### config.mk
export PLATFORM = sky130hd
export DESIGN_NAME = spi_master_multi
export DESIGN_NICKNAME = d
export VERILOG_FILES = /design/src/rtl/spi_master_multi.sv
export SDC_FILE = /design/constraint.sdc
export NUM_CORES = 1
export LEC_CHECK = 0
export ABC_AREA = 1
export CAP_MARGIN = 10
export CORE_ASPECT_RATIO = 1.1
export CORE_MARGIN = 3
export CORE_UTILIZATION = 24
export CTS_CLUSTER_DIAMETER = 150
export CTS_CLUSTER_SIZE = 12
export DETAILED_ROUTE_END_ITERATION = 10
export DONT_BUFFER_PORTS = 1
export HOLD_SLACK_MARGIN = 0.05
export SYNTH_ARGS = -nofsm -noshare
export SYNTH_HDL_FRONTEND = slang
export SYNTH_SLANG_ARGS = --single-unit
export TNS_END_PERCENT = 50
### constraint.sdc
create_clock -name i_clk -period 1.52 [get_ports i_clk]
set_input_delay 0.152 -clock i_clk [delete_from_list [all_inputs] [get_ports i_clk]]
set_output_delay 0.152 -clock i_clk [all_outputs]
set_load 0.05 [all_outputs]
### src/rtl/spi_master_multi.sv
// -----------------------------------------------------------------------------
// spi_master_multi
//
// Single-word SPI master with NUM_CS chip selects, all four SPI modes, a
// programmable SCLK half-period and optional CS hold between words (burst).
//
// Ports
//   i_clk        single clock, all state on its rising edge
//   i_reset      synchronous active-high reset
//   i_start      request a word transfer (taken only while o_ready=1)
//   i_tx_data    word to send, MSB first
//   i_cs_sel     target slave index (values >= NUM_CS are ignored)
//   i_cpol       SCLK idle level
//   i_cpha       0: sample on leading edge, 1: sample on trailing edge
//   i_div        SCLK half-period H = i_div+1 clk cycles
//   i_hold_cs    keep CS asserted after the word (burst)
//   i_release    end a held burst
//   o_ready      start can be accepted (IDLE or HOLD)
//   o_rx_data    last received word
//   o_rx_valid   one-cycle strobe marking a new o_rx_data
//   o_sclk       SPI clock
//   o_mosi       serial data out
//   i_miso       serial data in
//   o_cs_n       active-low chip selects, at most one low
// -----------------------------------------------------------------------------
module spi_master_multi #(
   parameter int DATA_W = 8,
   parameter int NUM_CS = 2,
   parameter int DIV_W  = 8,
   localparam int SEL_W = (NUM_CS > 1) ? $clog2(NUM_CS) : 1
) (
   input  logic              i_clk,
   input  logic              i_reset,
   input  logic              i_start,
   input  logic [DATA_W-1:0] i_tx_data,
   input  logic [SEL_W-1:0]  i_cs_sel,
   input  logic              i_cpol,
   input  logic              i_cpha,
   input  logic [DIV_W-1:0]  i_div,
   input  logic              i_hold_cs,
   input  logic              i_release,
   output logic              o_ready,
   output logic [DATA_W-1:0] o_rx_data,
   output logic              o_rx_valid,
   output logic              o_sclk,
   output logic              o_mosi,
   input  logic              i_miso,
   output logic [NUM_CS-1:0] o_cs_n
);

   localparam int TOG_W = $clog2(2 * DATA_W);

   typedef enum logic [2:0] {
      S_IDLE,
      S_LEAD,
      S_XFER,
      S_HOLD,
      S_TRAIL
   } state_t;

   state_t              r_state;
   state_t              w_state_nxt;
   logic                w_ready;

   logic [NUM_CS-1:0]   r_cs_n;
   logic                r_sclk;
   logic                r_mosi;
   logic [DATA_W-1:0]   r_rx_data;
   logic                r_rx_valid;
   logic [DATA_W-1:0]   r_tx;
   logic [DATA_W-1:0]   r_rx;
   logic                r_cpol;
   logic                r_cpha;
   logic [DIV_W-1:0]    r_div;
   logic                r_hold;
   logic [DIV_W-1:0]    r_cnt;
   logic [TOG_W-1:0]    r_tog;

   logic                w_sel_ok;
   logic                w_accept;
   logic                w_tick;
   logic                w_last;
   logic                w_lead;
   logic [DATA_W-1:0]   w_rx_shift;

   assign w_sel_ok   = (32'(i_cs_sel) < NUM_CS);
   assign w_accept   = (r_state == S_IDLE) && i_start && w_sel_ok;
   // The half-period counter only ever counts up to r_div, so it can never
   // wrap even when div is at its maximum value.
   assign w_tick     = (r_cnt == r_div);
   assign w_last     = w_tick && (r_tog == TOG_W'(2 * DATA_W - 1));
   // r_tog holds the number of toggles already made; the next one is a
   // leading (odd-numbered) edge when that count is even.
   assign w_lead     = ~r_tog[0];
   assign w_rx_shift = {r_rx[DATA_W-2:0], i_miso};

   assign o_ready    = w_ready;
   assign o_rx_data  = r_rx_data;
   assign o_rx_valid = r_rx_valid;
   assign o_sclk     = r_sclk;
   assign o_mosi     = r_mosi;
   assign o_cs_n     = r_cs_n;

   // State register
   always_ff @(posedge i_clk) begin
      if (i_reset) begin
         r_state <= S_IDLE;
      end else begin
         r_state <= w_state_nxt;
      end
   end

   // Next-state and ready decode
   always_comb begin
      w_state_nxt = r_state;
      w_ready     = 1'b0;
      case (r_state)
         S_IDLE: begin
            w_ready = 1'b1;
            if (w_accept) begin
               w_state_nxt = S_LEAD;
            end
         end
         S_LEAD: begin
            if (w_tick) begin
               w_state_nxt = S_XFER;
            end
         end
         S_XFER: begin
            if (w_last) begin
               w_state_nxt = r_hold ? S_HOLD : S_TRAIL;
            end
         end
         S_HOLD: begin
            w_ready = 1'b1;
            // start takes priority over release
            if (i_start) begin
               w_state_nxt = S_XFER;
            end else if (i_release) begin
               w_state_nxt = S_TRAIL;
            end
         end
         S_TRAIL: begin
            if (w_tick) begin
               w_state_nxt = S_IDLE;
            end
         end
         default: begin
            w_state_nxt = S_IDLE;
         end
      endcase
   end

   // Datapath: shift registers, counters, SPI pins
   always_ff @(posedge i_clk) begin
      if (i_reset) begin
         r_cs_n     <= '1;
         r_sclk     <= 1'b0;
         r_mosi     <= 1'b0;
         r_rx_data  <= '0;
         r_rx_valid <= 1'b0;
         r_tx       <= '0;
         r_rx       <= '0;
         r_cpol     <= 1'b0;
         r_cpha     <= 1'b0;
         r_div      <= '0;
         r_hold     <= 1'b0;
         r_cnt      <= '0;
         r_tog      <= '0;
      end else begin
         r_rx_valid <= 1'b0;
         case (r_state)
            S_IDLE: begin
               r_sclk <= i_cpol;
               r_cnt  <= '0;
               r_tog  <= '0;
               if (w_accept) begin
                  r_cpol <= i_cpol;
                  r_cpha <= i_cpha;
                  r_div  <= i_div;
                  r_hold <= i_hold_cs;
                  r_cs_n <= ~(NUM_CS'(1) << i_cs_sel);
                  // With cpha=0 the MSB must be on the line before the first
                  // edge; with cpha=1 the first leading edge puts it out.
                  if (!i_cpha) begin
                     r_mosi <= i_tx_data[DATA_W-1];
                     r_tx   <= i_tx_data << 1;
                  end else begin
                     r_tx   <= i_tx_data;
                  end
               end
            end
            S_LEAD: begin
               r_cnt <= w_tick ? '0 : r_cnt + DIV_W'(1);
            end
            S_XFER: begin
               if (w_tick) begin
                  r_cnt  <= '0;
                  r_sclk <= ~r_sclk;
                  r_tog  <= r_tog + TOG_W'(1);
                  // Shift edge: trailing for cpha=0, leading for cpha=1.
                  if (w_lead == r_cpha) begin
                     r_mosi <= r_tx[DATA_W-1];
                     r_tx   <= r_tx << 1;
                  end else begin
                     r_rx   <= w_rx_shift;
                  end
                  // The final toggle is always a trailing edge: for cpha=1 it
                  // also carries the last sample, for cpha=0 r_rx is complete.
                  if (w_last) begin
                     r_rx_valid <= 1'b1;
                     r_rx_data  <= r_cpha ? w_rx_shift : r_rx;
                  end
               end else begin
                  r_cnt <= r_cnt + DIV_W'(1);
               end
            end
            S_HOLD: begin
               r_sclk <= r_cpol;
               r_cnt  <= '0;
               r_tog  <= '0;
               if (i_start) begin
                  r_hold <= i_hold_cs;
                  if (!r_cpha) begin
                     r_mosi <= i_tx_data[DATA_W-1];
                     r_tx   <= i_tx_data << 1;
                  end else begin
                     r_tx   <= i_tx_data;
                  end
               end
            end
            S_TRAIL: begin
               if (w_tick) begin
                  r_cnt  <= '0;
                  r_cs_n <= '1;
               end else begin
                  r_cnt  <= r_cnt + DIV_W'(1);
               end
            end
            default: begin
               r_cs_n <= '1;
               r_cnt  <= '0;
            end
         endcase
      end
   end

endmodule

==> run_results.csv <==
group,metric,value,unit
run_status,status,"finished with violations",
run_status,violations,"negative setup slack",
die,die_x,109,um
die,start_util,25.2,%
placement,dpl.hpwl,5.05,mm
routing,drtIter0Drc,142,
routing,antenna_left,0,
sta,fmax,642,MHz
power,power_frac_seq,29.3,%
power,powerDensity,1900,nW/um^2
cts,cts_tree,"yes",
routing,dr.pass1.iters,4,
worst_setup_path,reg2reg_from,"r_cnt[4]",
die,rows,40,
worst_setup_path,crit_path_start,"r_cnt[4]",
power,pwr-share-comb,51.7,%
sta,finalCritPeriodShare,102,%
routing,via_per_inst,4.74,
worst_setup_path,path_max_fanout,7,
worst_setup_path,max_stage_delay,0.36,ns
cells_and_area,final_nets,451,
cts,cts-root-buf,"clkbuf_16",
die,num_io_pins,39,
power,vdd_drop_max,0.859,mV
worst_setup_path,worstSetupStartpointType,"register",
cts,cts_buffer_depth,2,
cts,clk_transition_reported_paths,0.07,ns
cells_and_area,fill_cells,1158,
worst_setup_path,worstPathRequired,1.75,ns
grt,antenna_found_initial,0,
synthesis,ys_seq_area_share,39.2,%
sta,rsz0062_at_grt,"true",
grt,gr-total-overflow,0,
synthesis,ys_ff_latch,55,
min_path,hold_path_depth,2,
run,drv_cap,0,
worst_setup_path,critical_path.endpoint,"o_mosi",
cells_and_area,utilization,32.6,%
synthesis,synthTopCellsByArea,"dfxtp_1, nand2_1, a21oi_1",
worst_setup_path,critical_path_buf_inv_count,1,
sta,setup_viol,3,
worst_setup_path,crit_path_end_kind,"register",
routing,drc_errors,0,
worst_setup_path,crit_chain,"xnor2_2 > nand2_2 > nor2_4 > nand3_4 > nand2_8 > nand3_4 > nand2_2 > inv_2 > nor2_1",
synthesis,synth_edf_count,0,
die,coreArea,11200,sq um
cells_and_area,antennaDiodeCount,0,
sta,min_period,1.56,ns
cts,clock-sinks,55,
synthesis,syn_area_per_cell,7.11,sq um
cells_and_area,drive_gt1_share,24.5,%
worst_setup_path,crit_slowest_cell,"dfxtp_4",
cells_and_area,area_growth,29.5,%
synthesis,synth-async-reset-ratio,0,%
synthesis,synthTopCellsByCount,"nand2_1, dfxtp_1, inv_1",
sta,hold_viol,0,
grt,grt_pass1_vias,2389,
sta,tightest_slew,0.898,ns
synthesis,synth_cell_type_count,37,
worst_setup_path,crit_type,"register to register",
placement,io_buffers,0,
cts,htreeDepth,2,
grt,grt_use_total,10.7,%
grt,grt_pass1_wl,11.2,mm
sta,whs,0.0515,ns
min_path,hold_class,"input pin to register",
power,p_int,3.84,mW
worst_setup_path,worstSetupPathDepth,9,
worst_setup_path,rr_endpoint,"o_mosi",
die,design.die.area,13000,sq um
worst_setup_path,rr_worst_depth,9,
power,total_power,6.89,mW
synthesis,postSynthCellCount,395,
grt,grt_max_degree,27,
synthesis,yosysTopAreaCellShare,39.2,%
sta,relSlewSlack,39.9,%
worst_setup_path,worstPathArrival,1.79,ns
power,switchingPower,3.05,mW
synthesis,synth_flop_cell,"dfxtp_1",
min_path,holdCritStartpoint,"i_start",
synthesis,synth_most_common_cell,"nand2_1",
power,power_leakage,1.39,nW
cts,clk_latency,0.29,ns
routing,wl,7.69,mm
placement,gp_congestion,0.823,
power,sw_frac_of_total,44.3,%
routing,via_count,2711,
cells_and_area,fin_area,3630,sq um
sta,layout_setup_ws,-0.0367,ns
worst_setup_path,r2r_slack,-0.04,ns
synthesis,synth_area,2810,sq um
die,die_h,119,um
placement,dpl-instance-area,3070,sq um
synthesis,synth_top_area_cell,"dfxtp_1",
sta,finClkSkew,0.00754,ns
cts,cts_inserted_buffers,5,
routing,wl_per_cell,13.4,um
synthesis,ys_warn_count,0,
synthesis,syn_nets,422,
worst_setup_path,path_delay_family,"simple AND/OR/NAND/NOR gates",
power,clockPowerShare,19.0,%
sta,drv_slew,0,
-- timing repair --
| item | 4_1_cts | 5_1_grt |
|---|---|---|
| hold endpoints to repair | 18 | 19 |
| gates resized for setup | 6 | 53 |
| cloned | 0 | 3 |
| buffers inserted | 0 | 7 |
| pin swaps | 0 | 24 |
| setup endpoints to repair | 13 | 46 |
-- cell type report --
cell class	instances	area [sq um]	share of cell area, %
Clock buffer	5	125	3.44
Clock inverter	3	43.8	1.20
Tap cell	147	184	5.06
Multi-Input combinational cell	274	1640	45.1
Sequential cell	55	1110	30.6
Inverter	54	213	5.85
Timing Repair Buffer	34	315	8.67
-- kinds of logic (layout without fill, tap and decap cells) --
logic type               count (synthesis)  after routing  synth area share (%)
XOR/XNOR                                 7              7                  2.18
AO/OA/AOI/OAI                           91             91                  17.8
flip-flops                              55             55                  39.2
buffers and inverters                   69             96                  10.5
adder cells (fa/ha/maj)                  2              2                 0.891
AND/OR/NAND/NOR                        171            174                  29.5
-- through the flow --
| step | cells | setup slack [ns] | TNS [ns] |
|---|---|---|---|
| after global routing | 572 | -0.132 | -2.65 |
| final | 572 | -0.0367 | -0.0586 |
| after global placement | 546 | -0.0124 | -0.0336 |
| after detailed placement | 546 | -0.117 | -0.618 |
| after CTS | 554 | 0.0000435 | 0 |
| after floorplan | 395 | 0.0603 | 0 |
-- worst min path at each step --
stage               endpoint  slack (ns)
floorplan             r_cpol        0.32
global placement     r_tx[0]        0.22
detailed placement   r_tx[0]        0.22
CTS                  r_tx[0]        -0.1
global route        r_div[0]        0.06
finish              r_div[3]        0.05
-- power groups by stage --
stage	registers [mW]	clock network (mW)	logic, mW
finish	2.02	1.31	3.56
global route	2.05	1.39	3.90
CTS	1.99	1.34	2.90
detailed placement	2.02	0	2.77
global placement	2.01	0	2.71
floorplan	2.16	0	2.01
-- state kept, by name, summed over array words and instances (netlist names) --
| register | cells |
|---|---|
| o_rx_valid | 1 |
| r_cnt | 8 |
| r_state | 3 |
| o_mosi | 1 |
| o_rx_data | 8 |
| r_rx | 8 |
| o_cs_n | 2 |
| r_tx | 8 |
| r_hold | 1 |
| r_div | 8 |
| r_cpol | 1 |
| r_tog | 4 |
| o_sclk | 1 |
| r_cpha | 1 |
-- cell usage in the layout (no fill, tap or decap), types with 8 or more instances in the layout --
cell type      instances
inv_1                 46
dfxtp_1               47
nand3_1               17
nand2_2                8
buf_4                 21
o21ai_1                9
o21ai_0               19
nand4_1               11
nor2_1                40
dlygate4sd3_1          8
a21oi_1               40
nand2_1               63
-- per-layer routing --
| metal | vias up | wire length, um | global-route usage [%] |
|---|---|---|---|
| li1 | 1360 | - | - |
| met1 | 1285 | 3320 | 13.1 |
| met2 | 55 | 3850 | 18.3 |
| met3 | 11 | 385 | 2.71 |
| met4 | 0 | 132 | 3.08 |
| met5 | - | 0 | 0 |
Power figures use the tool's default switching activity.
